[src/rtl/boolean_pkg.sv]
// ============================================================================
// boolean_pkg : shared FSM state type and LUT sizing helper.
// Rev 1.0
// ============================================================================
`default_nettype none

package boolean_pkg;

  typedef enum logic [0:0] {
    ST_IDLE  = 1'b0,
    ST_SWEEP = 1'b1
  } state_e;

  function automatic int lut_depth(input int n);
    return 1 << n;
  endfunction

endpackage

`default_nettype wire

[src/rtl/boolean_lut.sv]
// ============================================================================
// boolean_lut : 2^N_IN x N_OUT truth-table register array, sync write / async read.
// Rev 1.0
// ============================================================================
`default_nettype none

module boolean_lut
  import boolean_pkg::*;
#(
  parameter int N_IN  = 4,
  parameter int N_OUT = 2
) (
  input  logic             clk,
  input  logic             rst_n,
  input  logic             we,
  input  logic [N_IN-1:0]  wr_addr,
  input  logic [N_OUT-1:0] wr_data,
  input  logic [N_IN-1:0]  rd_addr,
  output logic [N_OUT-1:0] rd_data
);

  localparam int DEPTH = lut_depth(N_IN);

  logic [N_OUT-1:0] mem_q [DEPTH];
  logic [N_OUT-1:0] mem_d [DEPTH];

  always_comb begin
    mem_d = mem_q;
    if (we) begin
      mem_d[wr_addr] = wr_data;
    end
  end

  always_ff @(posedge clk or negedge rst_n) begin
    if (!rst_n) begin
      for (int i = 0; i < DEPTH; i++) begin
        mem_q[i] <= '0;
      end
    end else begin
      mem_q <= mem_d;
    end
  end

  // Read sees the pre-edge contents, so a same-cycle write is not forwarded.
  assign rd_data = mem_q[rd_addr];

endmodule

`default_nettype wire

[src/rtl/boolean_lut_sweeper.sv]
// ============================================================================
// boolean_lut_sweeper : LUT-based boolean evaluator with exhaustive sweep mode.
// Rev 1.0
// ============================================================================
`default_nettype none

module boolean_lut_sweeper
  import boolean_pkg::*;
#(
  parameter int N_IN  = 4,
  parameter int N_OUT = 2
) (
  input  logic             clk,
  input  logic             rst_n,
  input  logic             cfg_we,
  input  logic [N_IN-1:0]  cfg_addr,
  input  logic [N_OUT-1:0] cfg_data,
  input  logic             in_valid,
  input  logic [N_IN-1:0]  in_vec,
  output logic             in_ready,
  input  logic             sweep_start,
  output logic             out_valid,
  input  logic             out_ready,
  output logic [N_IN-1:0]  out_vec,
  output logic [N_OUT-1:0] out_func,
  output logic             out_last,
  output logic             busy
);

  // Extra MSB keeps the terminal compare from aliasing with the wrapped count.
  localparam logic [N_IN:0] LAST_CNT = {1'b0, {N_IN{1'b1}}};

  state_e           state_q,     state_d;
  logic [N_IN:0]    cnt_q,       cnt_d;
  logic             out_valid_q, out_valid_d;
  logic [N_IN-1:0]  out_vec_q,   out_vec_d;
  logic [N_OUT-1:0] out_func_q,  out_func_d;
  logic             out_last_q,  out_last_d;

  logic             is_idle;
  logic             slot_free;
  logic             accept;
  logic             sweep_load;
  logic             lut_we;
  logic [N_IN-1:0]  lut_rd_addr;
  logic [N_OUT-1:0] lut_rd_data;

  assign is_idle     = (state_q == ST_IDLE);
  assign slot_free   = !out_valid_q || out_ready;
  assign in_ready    = is_idle && slot_free && !sweep_start;
  assign accept      = in_valid && in_ready;
  assign sweep_load  = !is_idle && slot_free;
  assign lut_we      = cfg_we && is_idle;
  assign lut_rd_addr = is_idle ? in_vec : cnt_q[N_IN-1:0];

  boolean_lut #(
    .N_IN  (N_IN),
    .N_OUT (N_OUT)
  ) u_lut (
    .clk     (clk),
    .rst_n   (rst_n),
    .we      (lut_we),
    .wr_addr (cfg_addr),
    .wr_data (cfg_data),
    .rd_addr (lut_rd_addr),
    .rd_data (lut_rd_data)
  );

  always_comb begin
    state_d = state_q;
    cnt_d   = cnt_q;
    case (state_q)
      ST_IDLE: begin
        if (sweep_start) begin
          state_d = ST_SWEEP;
          cnt_d   = '0;
        end
      end
      ST_SWEEP: begin
        if (sweep_load) begin
          cnt_d = cnt_q + 1'b1;
          if (cnt_q == LAST_CNT) begin
            state_d = ST_IDLE;
          end
        end
      end
      default: state_d = ST_IDLE;
    endcase
  end

  always_comb begin
    out_valid_d = out_valid_q;
    out_vec_d   = out_vec_q;
    out_func_d  = out_func_q;
    out_last_d  = out_last_q;
    if (accept || sweep_load) begin
      out_valid_d = 1'b1;
      out_vec_d   = lut_rd_addr;
      out_func_d  = lut_rd_data;
      out_last_d  = sweep_load && (cnt_q == LAST_CNT);
    end else if (out_ready) begin
      out_valid_d = 1'b0;
    end
  end

  always_ff @(posedge clk or negedge rst_n) begin
    if (!rst_n) begin
      state_q     <= ST_IDLE;
      cnt_q       <= '0;
      out_valid_q <= 1'b0;
      out_vec_q   <= '0;
      out_func_q  <= '0;
      out_last_q  <= 1'b0;
    end else begin
      state_q     <= state_d;
      cnt_q       <= cnt_d;
      out_valid_q <= out_valid_d;
      out_vec_q   <= out_vec_d;
      out_func_q  <= out_func_d;
      out_last_q  <= out_last_d;
    end
  end

  assign out_valid = out_valid_q;
  assign out_vec   = out_vec_q;
  assign out_func  = out_func_q;
  assign out_last  = out_last_q;
  assign busy      = (state_q == ST_SWEEP);

endmodule

`default_nettype wire

[config.mk]
export PLATFORM = sky130hd
export DESIGN_NAME = boolean_lut_sweeper
export DESIGN_NICKNAME = d
export VERILOG_FILES = /design/src/rtl/boolean_pkg.sv /design/src/rtl/boolean_lut.sv /design/src/rtl/boolean_lut_sweeper.sv
export SDC_FILE = /design/constraint.sdc
export NUM_CORES = 1
export LEC_CHECK = 0
export ABC_CLOCK_PERIOD_IN_PS = 2300
export CORE_MARGIN = 3
export CORE_UTILIZATION = 30
export CTS_CLUSTER_SIZE = 30
export DETAILED_ROUTE_END_ITERATION = 6
export GPL_TIMING_DRIVEN = 0
export PLACE_DENSITY = 0.55
export SETUP_SLACK_MARGIN = 0.1
export SYNTH_ARGS = -nofsm -noshare
export SYNTH_HDL_FRONTEND = slang
export SYNTH_SLANG_ARGS = --single-unit
[constraint.sdc]
create_clock -name clk -period 2.3 [get_ports clk]
set_input_delay 0.345 -clock clk [delete_from_list [all_inputs] [get_ports clk]]
set_output_delay 0.345 -clock clk [all_outputs]
set_load 0.05 [all_outputs]
## After elaboration in Yosys (flattened, before gate mapping)

Index checks and enable logic that the tools add are counted.

| word-level totals | value |
|---|---|
| flip-flop bits (word level) | 46 |
| input bits | 16 |

| cells by class | value |
|---|---|
| eq/ne operators | 3 |
| $lt $le $gt $ge | 3 |
| reductions and logical operators | 13 |
| muxes and demuxes | 16 |
| $add $sub $neg | 1 |
| bitwise gates (word level) | 3 |

Operators with widths:

| kind | number |
|---|---|
| 32-bit bitwise mux | 1 |
| 5-bit >= comparator, second input constant | 2 |
| 5-bit 2-to-1 mux | 2 |
| 4-bit NOT with 5-bit output | 2 |
| 5-bit case mux with 2 select lines | 1 |
| 2-bit binary-select mux with 4-bit select | 1 |
| 2-bit demux with 4-bit select | 1 |
| 1-bit logical AND | 7 |
| 2-bit 2-to-1 mux | 3 |
| 5-bit by 1-bit adder with 5-bit output, second input constant | 1 |
| 5-bit by 4-bit equality test with 1-bit output, second input constant | 1 |
| 5-bit by 1-bit < comparator with 1-bit output, second input constant | 1 |
| 1-bit 2-to-1 mux | 5 |
| 4-bit 2-to-1 mux | 1 |
| 1-bit zero test | 2 |
| 1-bit logical OR | 2 |
| 2-bit by 1-bit inequality test with 1-bit output, second input constant | 1 |
| 2-bit inequality test, second input constant | 1 |
| 1-bit case mux with 2 select lines | 1 |
| 2-bit AND reduction | 1 |
| 2-bit nonzero test | 1 |
| 1-bit NOT | 1 |

## Longest topological paths before layout

| logic depth | value |
|---|---|
| depth after elaboration | 7 |
| mapped depth | 7 |
| gate-level depth less buffers | 6 |

## Hierarchy

Synthesis repeated with hierarchy kept, for this count alone.

| unflattened totals | value |
|---|---|
| cell total of the unflattened synthesis | 171 |
| area, all modules | 2,298.5 µm² |

By module, submodules not included:

| module | cells each | area each (µm²) | times used |
|---|---|---|---|
| boolean_lut | 111 | 1,561.5 | 1 |
| boolean_lut_sweeper | 60 | 737.0 | 1 |

## Least setup slack after synthesis

No wires, ideal clock.

| path | value |
|---|---|
| kind | reg-to-output |
| start point | reg state_q (netlist: busy) |
| end point | out in_ready |
| stages on the path, launching flop included | 5 |
| data required time | 1.955 ns |
| path buffers | 3 |
| arrival time | 2.251 ns |
| slack | -0.296 ns |
| cell sequence | dfrtp_1 > buf_6 > buf_4 > clkbuf_1 > nor3_1 |

| between the ends | value |
|---|---|
| word-level cells in the longest chain between the ends | 3 |

RTL lines:

| element | line | text |
|---|---|---|
| from (decl) | boolean_lut_sweeper.sv:33 | `state_e state_q, state_d;` |
| from (signal assigned) | boolean_lut_sweeper.sv:115 | `state_q <= state_d;` |
| 1-bit NOT | -- |  |
| 1-bit logical AND (2 in a row) | boolean_lut_sweeper.sv:50 | `assign in_ready = is_idle && slot_free && !sweep_start;` |
| to (decl) | boolean_lut_sweeper.sv:20 | `output logic in_ready,` |

Every way passes these cells.

## Worst setup path after layout

| path | value |
|---|---|
| start point | in in_vec[0] |
| end point | reg out_func_q[1] (netlist: out_func[1]) |

| between the ends | value |
|---|---|
| word-level cells in the longest chain between the ends | 5 |

RTL lines:

| element | line | text |
|---|---|---|
| from (decl) | boolean_lut_sweeper.sv:19 | `input logic [N_IN-1:0] in_vec,` |
| 4-bit 2-to-1 mux | boolean_lut_sweeper.sv:54 | `assign lut_rd_addr = is_idle ? in_vec : cnt_q[N_IN-1:0];` |
| 4-bit NOT with 5-bit output (implied by the code) | boolean_lut.sv:45 | `assign rd_data = mem_q[rd_addr];` |
| 2-bit binary-select mux with 4-bit select | boolean_lut.sv:45 |  |
| 2-bit 2-to-1 mux (implied by the code) (2 in a row) | boolean_lut.sv:45 |  |
| to (signal assigned) | boolean_lut_sweeper.sv:119 | `out_func_q <= out_func_d;` |
| to (decl) | boolean_lut_sweeper.sv:37 | `logic [N_OUT-1:0] out_func_q, out_func_d;` |

Every way passes these cells. The select of a mux whose other input is x is not followed.
A chain may end at the register's enable or synchronous reset.

==> metrics <==
status finished clean; Setup-failing EPs final 0; period utilization 0.8555; unrepaired setup endpoints after global routing no; share of cells above drive strength 1 0.1972; antenna violations before repair 0; Max Cap Viol 0; first-pass GRT wire length around 11 mm; Synth-to-Final Area Change 19.63%; Overflow after GRT 0; num rows 33; Die Ht 98.54 µm; DR WL/cell 16.56 µm; CTS Buf Count 5; placeable core area between 8000 and 9000 µm²; Crit. End Element register; crit path max fanout 10; Post-synth top cells dfrtp_1 (46), mux2_2 (33), nand2b_1 (28), nand2_1 (21), a22oi_1 (16); drt total wl 6.443 mm; slew margin rel. 0.5919; Chip Width 98.54 µm; gr usage total 0.1404; Clk Latency, worst-skew pair 0.30 ns; post-synthesis sequential element count 46; post-route ant nets 0; vias in the first global route 1970; Detailed Route Iter0 Violations 197; fin nets 301; register area share after synthesis 0.4481; Net Sw Power 1.046 mW; crit path max-delay cell type clkdlybuf4s50_1; fin cells 389; Vias/cell 5.231; Distinct cells, synth 37; Leakage 1.328 nW; YS warnings 0; clock transition at the registers of the reported paths 0.09 ns; clock root buffer clkbuf_8; cells taking the most area after synthesis dfrtp_1 (45%), mux2_2 (14%), nand2b_1 (6.8%); final hold vios 0; IO buf count 25; type of origin of the critical path input port; Hold Worst Slack 0.02384 ns; setup TNS 0 ns; synthesized net count 269; Final Critical Period about 2.0 ns; Async SR Flop Fraction 1.000; maximum VDD drop around 340 µV; Reg area 1151 µm²; ys flop type dfrtp_1; routability cong. 0.8785; Final Skew 0.01164 ns; DPL Wire Length 4.944 mm; drt first pass iters 4; clock power share 0.216; top-count cell post-synth dfrtp_1; Post-CTS Hold Fix Bufs 0; Int Power 1.744 mW; placed instance count between 300 and 400; Multi-input gate area between 1000 and 1500 µm²; deepest clock path buffer count 2; Synth area leader dfrtp_1; crit path DAT 2.17 ns; post-synth top area share 0.4481; Mapped Area 2569 µm²; H-tree depth 2; CTS tree built; pin slew with the least headroom to its limit 0.6065 ns; setup bufs post-CTS 0; Power Total 2.790 mW; Comb power frac 0.413; Max Clk Rate 508.2 MHz; Max stage delay on crit path 0.62 ns; Fillers approximately 900; initial core utilization 0.3111; EDFF count, synth 0; pin count of the biggest net entering global routing 25; antenna cell count 0; Ports 26; Hold Path Class input port to asynchronous set/reset pin; Die Area about 10000 µm²; total number of vias between 2000 and 2500; Post-DP Area around 3000 µm²; Final Max Slew Viols 0; Sw Ratio 0.3750; Critical Setup Path Class input port to register; design area 3073 µm²; Sequential Power Share 0.371; drt drc 0; clk sinks 46; Avg Cell Area, Syn 10.23 µm²; power density over the cells 907.9 nW/µm²; CP required 2.50 ns; critical-path cell list clkdlybuf4s50_1 > buf_2 > nand2b_1 > a22oi_1 > o221ai_1 > o22ai_1 > o32a_1; Cells after Synth 251
routing by layer:
| metal | track usage | part of all wire |
|---|---|---|
| met2 | 0.2137 | 0.46 |
| met3 | 0.03326 | 0.049 |
| met1 | 0.2051 | 0.48 |
| met5 | 0 | 0 |
| met4 | 0.02626 | 0.0064 |
sequential cells by signal, summed over array words and instances (netlist names):
name         count
out_vec          4
cnt_q            5
out_valid        1
out_func         2
busy             1
u_lut.mem_q     32
out_last         1
worst paths after layout:
check / startpoint / endpoint / slack (ns) / cells after the start
worst min-delay path: rst_n / u_lut.mem_q[18] / 0.02 / 1
max in group asynchronous: rst_n / u_lut.mem_q[9] / 1.76 / 2
worst max-delay path: in_vec[0] / out_func[1] / 0.33 / 7
worst min register to register: u_lut.mem_q[30] / u_lut.mem_q[30] / 0.52 / 1
worst max register to register: busy / u_lut.mem_q[2] / 0.38 / 5
min in group clk: u_lut.mem_q[30] / u_lut.mem_q[30] / 0.52 / 1
cell type report:
| cell class | count | share of cell area |
|---|---|---|
| flip-flops and latches | 46 | 0.3746 |
| plain buffers | 13 | 0.02769 |
| inverters | 9 | 0.01099 |
| repair buffers | 26 | 0.08550 |
| clock buffers | 5 | 0.02239 |
| clock inverters | 3 | 0.01303 |
| multi-input cells | 182 | 0.4230 |
| well taps | 105 | 0.04275 |
stage by stage:
step / util / setup slack [ns]
after floorplan: - / 0.1155
after global placement: 0.3579 / -0.4729
after detailed placement: 0.3597 / -0.03067
after CTS: 0.3723 / 0.1708
after global routing: 0.3721 / 0.2033
final: 0.3721 / 0.3323
power by group through the flow:
stage | logic [mW] | clock network [mW] | registers, mW
after global placement | 1.13 | 0 | 1.05
after CTS | 1.16 | 0.620 | 1.04
after global routing | 1.26 | 0.664 | 1.05
final | 1.15 | 0.602 | 1.04
after detailed placement | 1.15 | 0 | 1.05
after floorplan | 0.663 | 0 | 1.19
critical path, delay by kind of cell:
kind	cells	cell delay, ns
compound gates	4	0.80
buf+inv	2	0.89
simple gates	1	0.13
cells by family (layout without fill, tap and decap cells):
family	count (synthesis)	in the layout	synth area share
compound gates	60	60	0.1568
xor+xnor	2	2	0.006821
fa+ha+maj	2	2	0.009740
buf+inv	23	56	0.04773
flops	46	46	0.4481
mux	35	35	0.1544
simple gates	83	83	0.1763
what timing repair did:
action | in CTS | in global routing
endpoints found under the setup margin | 1 | 1
gates cloned | 0 | 0
gates resized for setup | 5 | 1
cell usage in the layout, fill, tap and decap left out, types with 4 or more instances in the layout:
cell type and count:
a21oi_1 12, a22oi_1 16, clkbuf_1 5, clkbuf_8 5
clkdlybuf4s50_1 23, dfrtp_1 46, inv_1 9, mux2_2 33
nand2_1 21, nand2b_1 28, nor2_1 9, nor2b_1 8
o21ai_0 11, o221ai_1 4, o22ai_1 5, o31ai_1 4
No activity file was read; power rests on OpenSTA's default activity.
